--- src/rtl/pwm_capture_pkg.sv ---
// pwm_capture_pkg: FSM state encoding and register map for the PWM capture block.
package pwm_capture_pkg;
  typedef enum logic [1:0] {
    IDLE      = 2'd0,
    WAIT_RISE = 2'd1,
    MEASURE   = 2'd2,
    DONE      = 2'd3
  } state_e;
  localparam logic [1:0] ADDR_PERIOD  = 2'd0;
  localparam logic [1:0] ADDR_HIGH    = 2'd1;
  localparam logic [1:0] ADDR_NCAP    = 2'd2;
  localparam logic [1:0] ADDR_TIMEOUT = 2'd3;
endpackage

--- src/rtl/pwm_edge_sync.sv ---
// pwm_edge_sync: synchronizes an async PWM input and flags rising/falling edges.
// Ports: i_clk, i_rst_n (async active-low), i_pwm (async input);
//        o_pwm_s synced level, o_rise/o_fall one-cycle edge flags aligned with o_pwm_s.
// Every edge appears SYNC_STAGES+1 cycles after it arrives, identically for rise and fall.
module pwm_edge_sync #(
  parameter int SYNC_STAGES = 2
) (
  input  logic i_clk,
  input  logic i_rst_n,
  input  logic i_pwm,
  output logic o_pwm_s,
  output logic o_rise,
  output logic o_fall
);
  logic [SYNC_STAGES-1:0] sync_q;
  logic pwm_s_q, rise_q, fall_q;
  always_ff @(posedge i_clk or negedge i_rst_n) begin
    if (!i_rst_n) begin
      sync_q  <= '0;
      pwm_s_q <= 1'b0;
      rise_q  <= 1'b0;
      fall_q  <= 1'b0;
    end else begin
      sync_q  <= {sync_q[SYNC_STAGES-2:0], i_pwm};
      pwm_s_q <= sync_q[SYNC_STAGES-1];
      rise_q  <= sync_q[SYNC_STAGES-1] & ~pwm_s_q;
      fall_q  <= ~sync_q[SYNC_STAGES-1] & pwm_s_q;
    end
  end
  assign o_pwm_s = pwm_s_q;
  assign o_rise  = rise_q;
  assign o_fall  = fall_q;
endmodule

--- src/rtl/pwm_capture.sv ---
// pwm_capture: measures period and high time of the last of N captured PWM periods.
// Ports: i_clk, i_rst_n (async active-low), i_start (arm/restart), i_we/i_addr/i_wdata
//        register writes, i_pwm async input; o_rdata combinational register read,
//        o_busy capture running, o_done one-cycle completion pulse, o_err sticky abort flag.
module pwm_capture
  import pwm_capture_pkg::*;
#(
  parameter int DW          = 16,
  parameter int SYNC_STAGES = 2
) (
  input  logic          i_clk,
  input  logic          i_rst_n,
  input  logic          i_start,
  input  logic          i_we,
  input  logic [1:0]    i_addr,
  input  logic [DW-1:0] i_wdata,
  input  logic          i_pwm,
  output logic [DW-1:0] o_rdata,
  output logic          o_busy,
  output logic          o_done,
  output logic          o_err
);
  localparam logic [DW-1:0] ONES = '1;
  state_e state_q;
  logic [DW-1:0] period_q, high_q, ncap_q, timeout_q, rem_q, per_cnt_q, high_cnt_q, gap_q;
  logic err_q, pwm_s, rise, unused_fall, timeout_hit;
  pwm_edge_sync #(.SYNC_STAGES(SYNC_STAGES)) u_sync (
    .i_clk  (i_clk),
    .i_rst_n(i_rst_n),
    .i_pwm  (i_pwm),
    .o_pwm_s(pwm_s),
    .o_rise (rise),
    .o_fall (unused_fall)
  );
  assign timeout_hit = (timeout_q != '0) && (gap_q == timeout_q);
  assign o_busy  = (state_q == WAIT_RISE) || (state_q == MEASURE);
  assign o_done  = state_q == DONE;
  assign o_err   = err_q;
  assign o_rdata = i_addr == ADDR_PERIOD ? period_q :
                   i_addr == ADDR_HIGH   ? high_q   :
                   i_addr == ADDR_NCAP   ? ncap_q   : timeout_q;
  always_ff @(posedge i_clk or negedge i_rst_n) begin
    if (!i_rst_n) begin
      state_q    <= IDLE;
      period_q   <= '0;
      high_q     <= '0;
      ncap_q     <= '0;
      timeout_q  <= '0;
      rem_q      <= '0;
      per_cnt_q  <= '0;
      high_cnt_q <= '0;
      gap_q      <= '0;
      err_q      <= 1'b0;
    end else begin
      if (i_we && i_addr == ADDR_NCAP) ncap_q <= i_wdata;
      if (i_we && i_addr == ADDR_TIMEOUT) timeout_q <= i_wdata;
      gap_q <= (i_start || rise) ? '0 : gap_q == ONES ? gap_q : gap_q + 1'b1;
      if (i_start) begin
        state_q    <= WAIT_RISE;
        rem_q      <= ncap_q == '0 ? DW'(1) : ncap_q;
        per_cnt_q  <= '0;
        high_cnt_q <= '0;
        err_q      <= 1'b0;
      end else begin
        case (state_q)
          WAIT_RISE: begin
            if (timeout_hit) begin
              err_q   <= 1'b1;
              state_q <= IDLE;
            end else if (rise) begin
              // the rise cycle itself is already high, so it counts toward HIGH
              per_cnt_q  <= '0;
              high_cnt_q <= DW'(1);
              state_q    <= MEASURE;
            end
          end
          MEASURE: begin
            if (per_cnt_q == ONES || timeout_hit) begin
              err_q   <= 1'b1;
              state_q <= IDLE;
            end else if (rise) begin
              period_q   <= per_cnt_q + 1'b1;
              high_q     <= high_cnt_q;
              rem_q      <= rem_q - 1'b1;
              per_cnt_q  <= '0;
              high_cnt_q <= DW'(1);
              if (rem_q == DW'(1)) state_q <= DONE;
            end else begin
              per_cnt_q <= per_cnt_q + 1'b1;
              if (pwm_s && high_cnt_q != ONES) high_cnt_q <= high_cnt_q + 1'b1;
            end
          end
          DONE:    state_q <= IDLE;
          default: state_q <= IDLE;
        endcase
      end
    end
  end
endmodule
--- config.mk ---
export PLATFORM = sky130hd
export DESIGN_NAME = pwm_capture
export DESIGN_NICKNAME = d
export VERILOG_FILES = /design/src/rtl/pwm_capture_pkg.sv /design/src/rtl/pwm_edge_sync.sv /design/src/rtl/pwm_capture.sv
export SDC_FILE = /design/constraint.sdc
export NUM_CORES = 1
export LEC_CHECK = 0
export CORE_ASPECT_RATIO = 0.8
export CORE_UTILIZATION = 60
export CTS_BUF_LIST = sky130_fd_sc_hd__clkbuf_16
export DETAILED_ROUTE_END_ITERATION = 10
export PLACE_DENSITY = 0.8
export SLEW_MARGIN = 20
export SYNTH_ARGS = -nofsm -noshare
export SYNTH_HDL_FRONTEND = slang
export SYNTH_SLANG_ARGS = --single-unit
--- constraint.sdc ---
create_clock -name i_clk -period 4.1 [get_ports i_clk]
set_input_delay 0.41 -clock i_clk [delete_from_list [all_inputs] [get_ports i_clk]]
set_output_delay 0.41 -clock i_clk [all_outputs]
set_load 0.02 [all_outputs]
==> impl_metrics.ini <==
[critical_path]
worstPathArrival_ps = 3430
critical_path.startpoint_type = register
path_max_fanout = 26
cp_data_required_time_ps = 4420
path_class = reg2reg
end_kind = register

[finish]
design_area_um2 = 8180
fin_util_pct = 71.3
num-nets-final = 739
antenna_cells = 0
syn2layout_area_growth_pct = 16.1
stdcell_count = 869
fillCellCount = 795
drive_gt1_share_pct = 17.3

[floorplanning]
dieArea_um2 = 12200
start_util_pct = 61.4
die_y_um = 98.9
rows = 35
design.core.area_um2 = 11500
die_width_um = 123
boundaryPins = 42

[timing]
setup_violations = 0
period_share_pct = 75.7
tightest_slew_ps = 936
slew_violations = 0
setup_ws_ps = 995
setup_tns_ps = 0
max_freq_ghz = 0.322
finalHoldViolations = 0
relSlewSlack_pct = 37.4
whs_ps = 78.9
post-route-min-period_ps = 3110
rsz0062_at_grt = no
clock_skew_ps = 6.57

[clock_network]
cts_tree = yes
clockBufferDepth = 2
clk_latency_ps = 410
path_clk_slew_ps = 60
cts_buffers = 17
postCtsSetupBuffers = 0
ctsHoldBuffers = 0
root_buffer = clkbuf_16
cts_resized = 0
numClockSinks = 135
htree_levels = 4

[power_and_ir_drop]
vdd_drop_max_uv = 367
power.static_leakage_nw = 3.40
total_power_mw = 4.09
power.density_nw_per_um2 = 499

[detailed_routing]
drc = 0
met1_length_mm = 7.92
wl_mm = 18.5
wl_met2_mm = 8.54
wl_met3_mm = 1.64
viasPerCell = 6.63
drt_iter0_drc = 731
via_count = 5765
detail-route-antenna-nets = 0
wl_per_cell_um = 21.3
top_layer_used = met4
dr.pass1.iters = 5

[place]
placed_cells = 837
port_buffers = 41
finalWeightedCongestion = 0.960
place_hpwl_mm = 12.7
place_area_um2 = 7590
dp_slack_ps = 1110

[synth]
yosys.area.top_type = dfrtp_1
syn_nets = 699
yosysSeqAreaShare_pct = 47.9
synth_edf_count = 0
syn-cell-area_um2 = 7050
synth_top_area_share_pct = 47.9
synthTopCellsByCount = 135 x dfrtp_1, 69 x nor2_1, 56 x nand2_1, 50 x mux2_2, 48 x o21ai_0
synth_cell_type_count = 66
synthArstFlopShare_pct = 100
yosys-top-cells-area = dfrtp_1 48%, mux2_2 8.0%, mux4_2 5.1%
avgSynthCellArea_um2 = 10.5
yosysWarnings = 0
ys_ff_latch = 135
synth_top_flop_cell = dfrtp_1
netlist_instances = 668
yosysMostFrequentCell = dfrtp_1

[flow_run]
cap_violations = 0

[hold_path]
min_path_type = in2async

[grt]
grt_pass1_vias = 5478
grt_max_degree = 112
grt.total_usage_pct = 32.3
grt-ovfl-total = 0
antenna_found_initial = 0
grt_pass1_wl_mm = 29.5

[outcome]
status = finished clean
==> layout by cell type (no fill, tap or decap), types with 11 or more instances in the layout <==
master           netlist  routed
a21oi_1               31      31
a31oi_1               17      17
clkbuf_16              0      17
clkdlybuf4s50_1        0      40
dfrtp_1              135     135
inv_1                 14      14
mux2_2                50      50
mux4_2                16      16
nand2_1               56      56
nand3_1               14      14
nand4_1               22      22
nor2_1                69      69
nor3_1                11      11
nor4_1                14      14
o21ai_0               48      48
xnor2_1               22      22
xor2_1                26      26
==> power by group <==
part / internal (mW) / leakage, nW / switching [mW]
combinational: 0.392 / 1.36 / 0.430
clock: 0.946 / 0.288 / 0.582
sequential: 1.51 / 1.75 / 0.223
==> final cells by class <==
type                    count  area (um2)  area share (%)
repair buffers             50         482            5.89
clock inverters            15         161            1.97
well taps                 148         185            2.26
multi-input cells         489        3490            42.7
inverters                  15        56.3           0.688
flip-flops and latches    135        3380            41.3
clock buffers              17         425            5.20
==> cells by family after synthesis <==
family | share of synthesized area, %
adder cells (fa/ha/maj) | 1.42
AO/OA/AOI/OAI | 11.3
multiplexers | 13.5
flip-flops | 47.9
AND/OR/NAND/NOR | 17.2
XOR/XNOR | 5.97
buffers and inverters | 2.68
==> final timing paths <==
kind                                        from          endpoint  slack (ps)  cells after the start
worst max register to register          gap_q[2]     high_cnt_q[6]         990                      7
min in group i_clk              u_sync.sync_q[0]  u_sync.sync_q[1]         360                      0
worst min-delay path                     i_rst_n      per_cnt_q[8]          80                      1
worst min register to register  u_sync.sync_q[0]  u_sync.sync_q[1]         360                      0
worst max-delay path                    gap_q[2]     high_cnt_q[6]         990                      7
max in group asynchronous                i_rst_n         rem_q[13]        3080                      2
==> registers in the layout, summed over array words and instances (netlist names) <==
| name | cells |
|---|---|
| state_q | 2 |
| period_q | 16 |
| ncap_q | 16 |
| u_sync.o_rise | 1 |
| high_cnt_q | 16 |
| high_q | 16 |
| rem_q | 16 |
| u_sync.o_pwm_s | 1 |
| gap_q | 16 |
| per_cnt_q | 16 |
| timeout_q | 16 |
| u_sync.sync_q | 2 |
| o_err | 1 |
==> metal layers <==
metal | global-route usage, % | vias up
met5 | 0 | -
met2 | 47.9 | 309
met3 | 6.71 | 34
li1 | - | 2542
met1 | 47.0 | 2880
met4 | 11.4 | 0
==> worst max-delay path: stages, from the launching register on <==
cell,delay [ps]
dfrtp_1,470
xor2_1,200
nor4_1,300
nand2_1,190
nor4b_4,590
o31a_1,850
o21ai_0,270
o21ai_0,150
No activity file was read; power rests on OpenSTA's default activity.
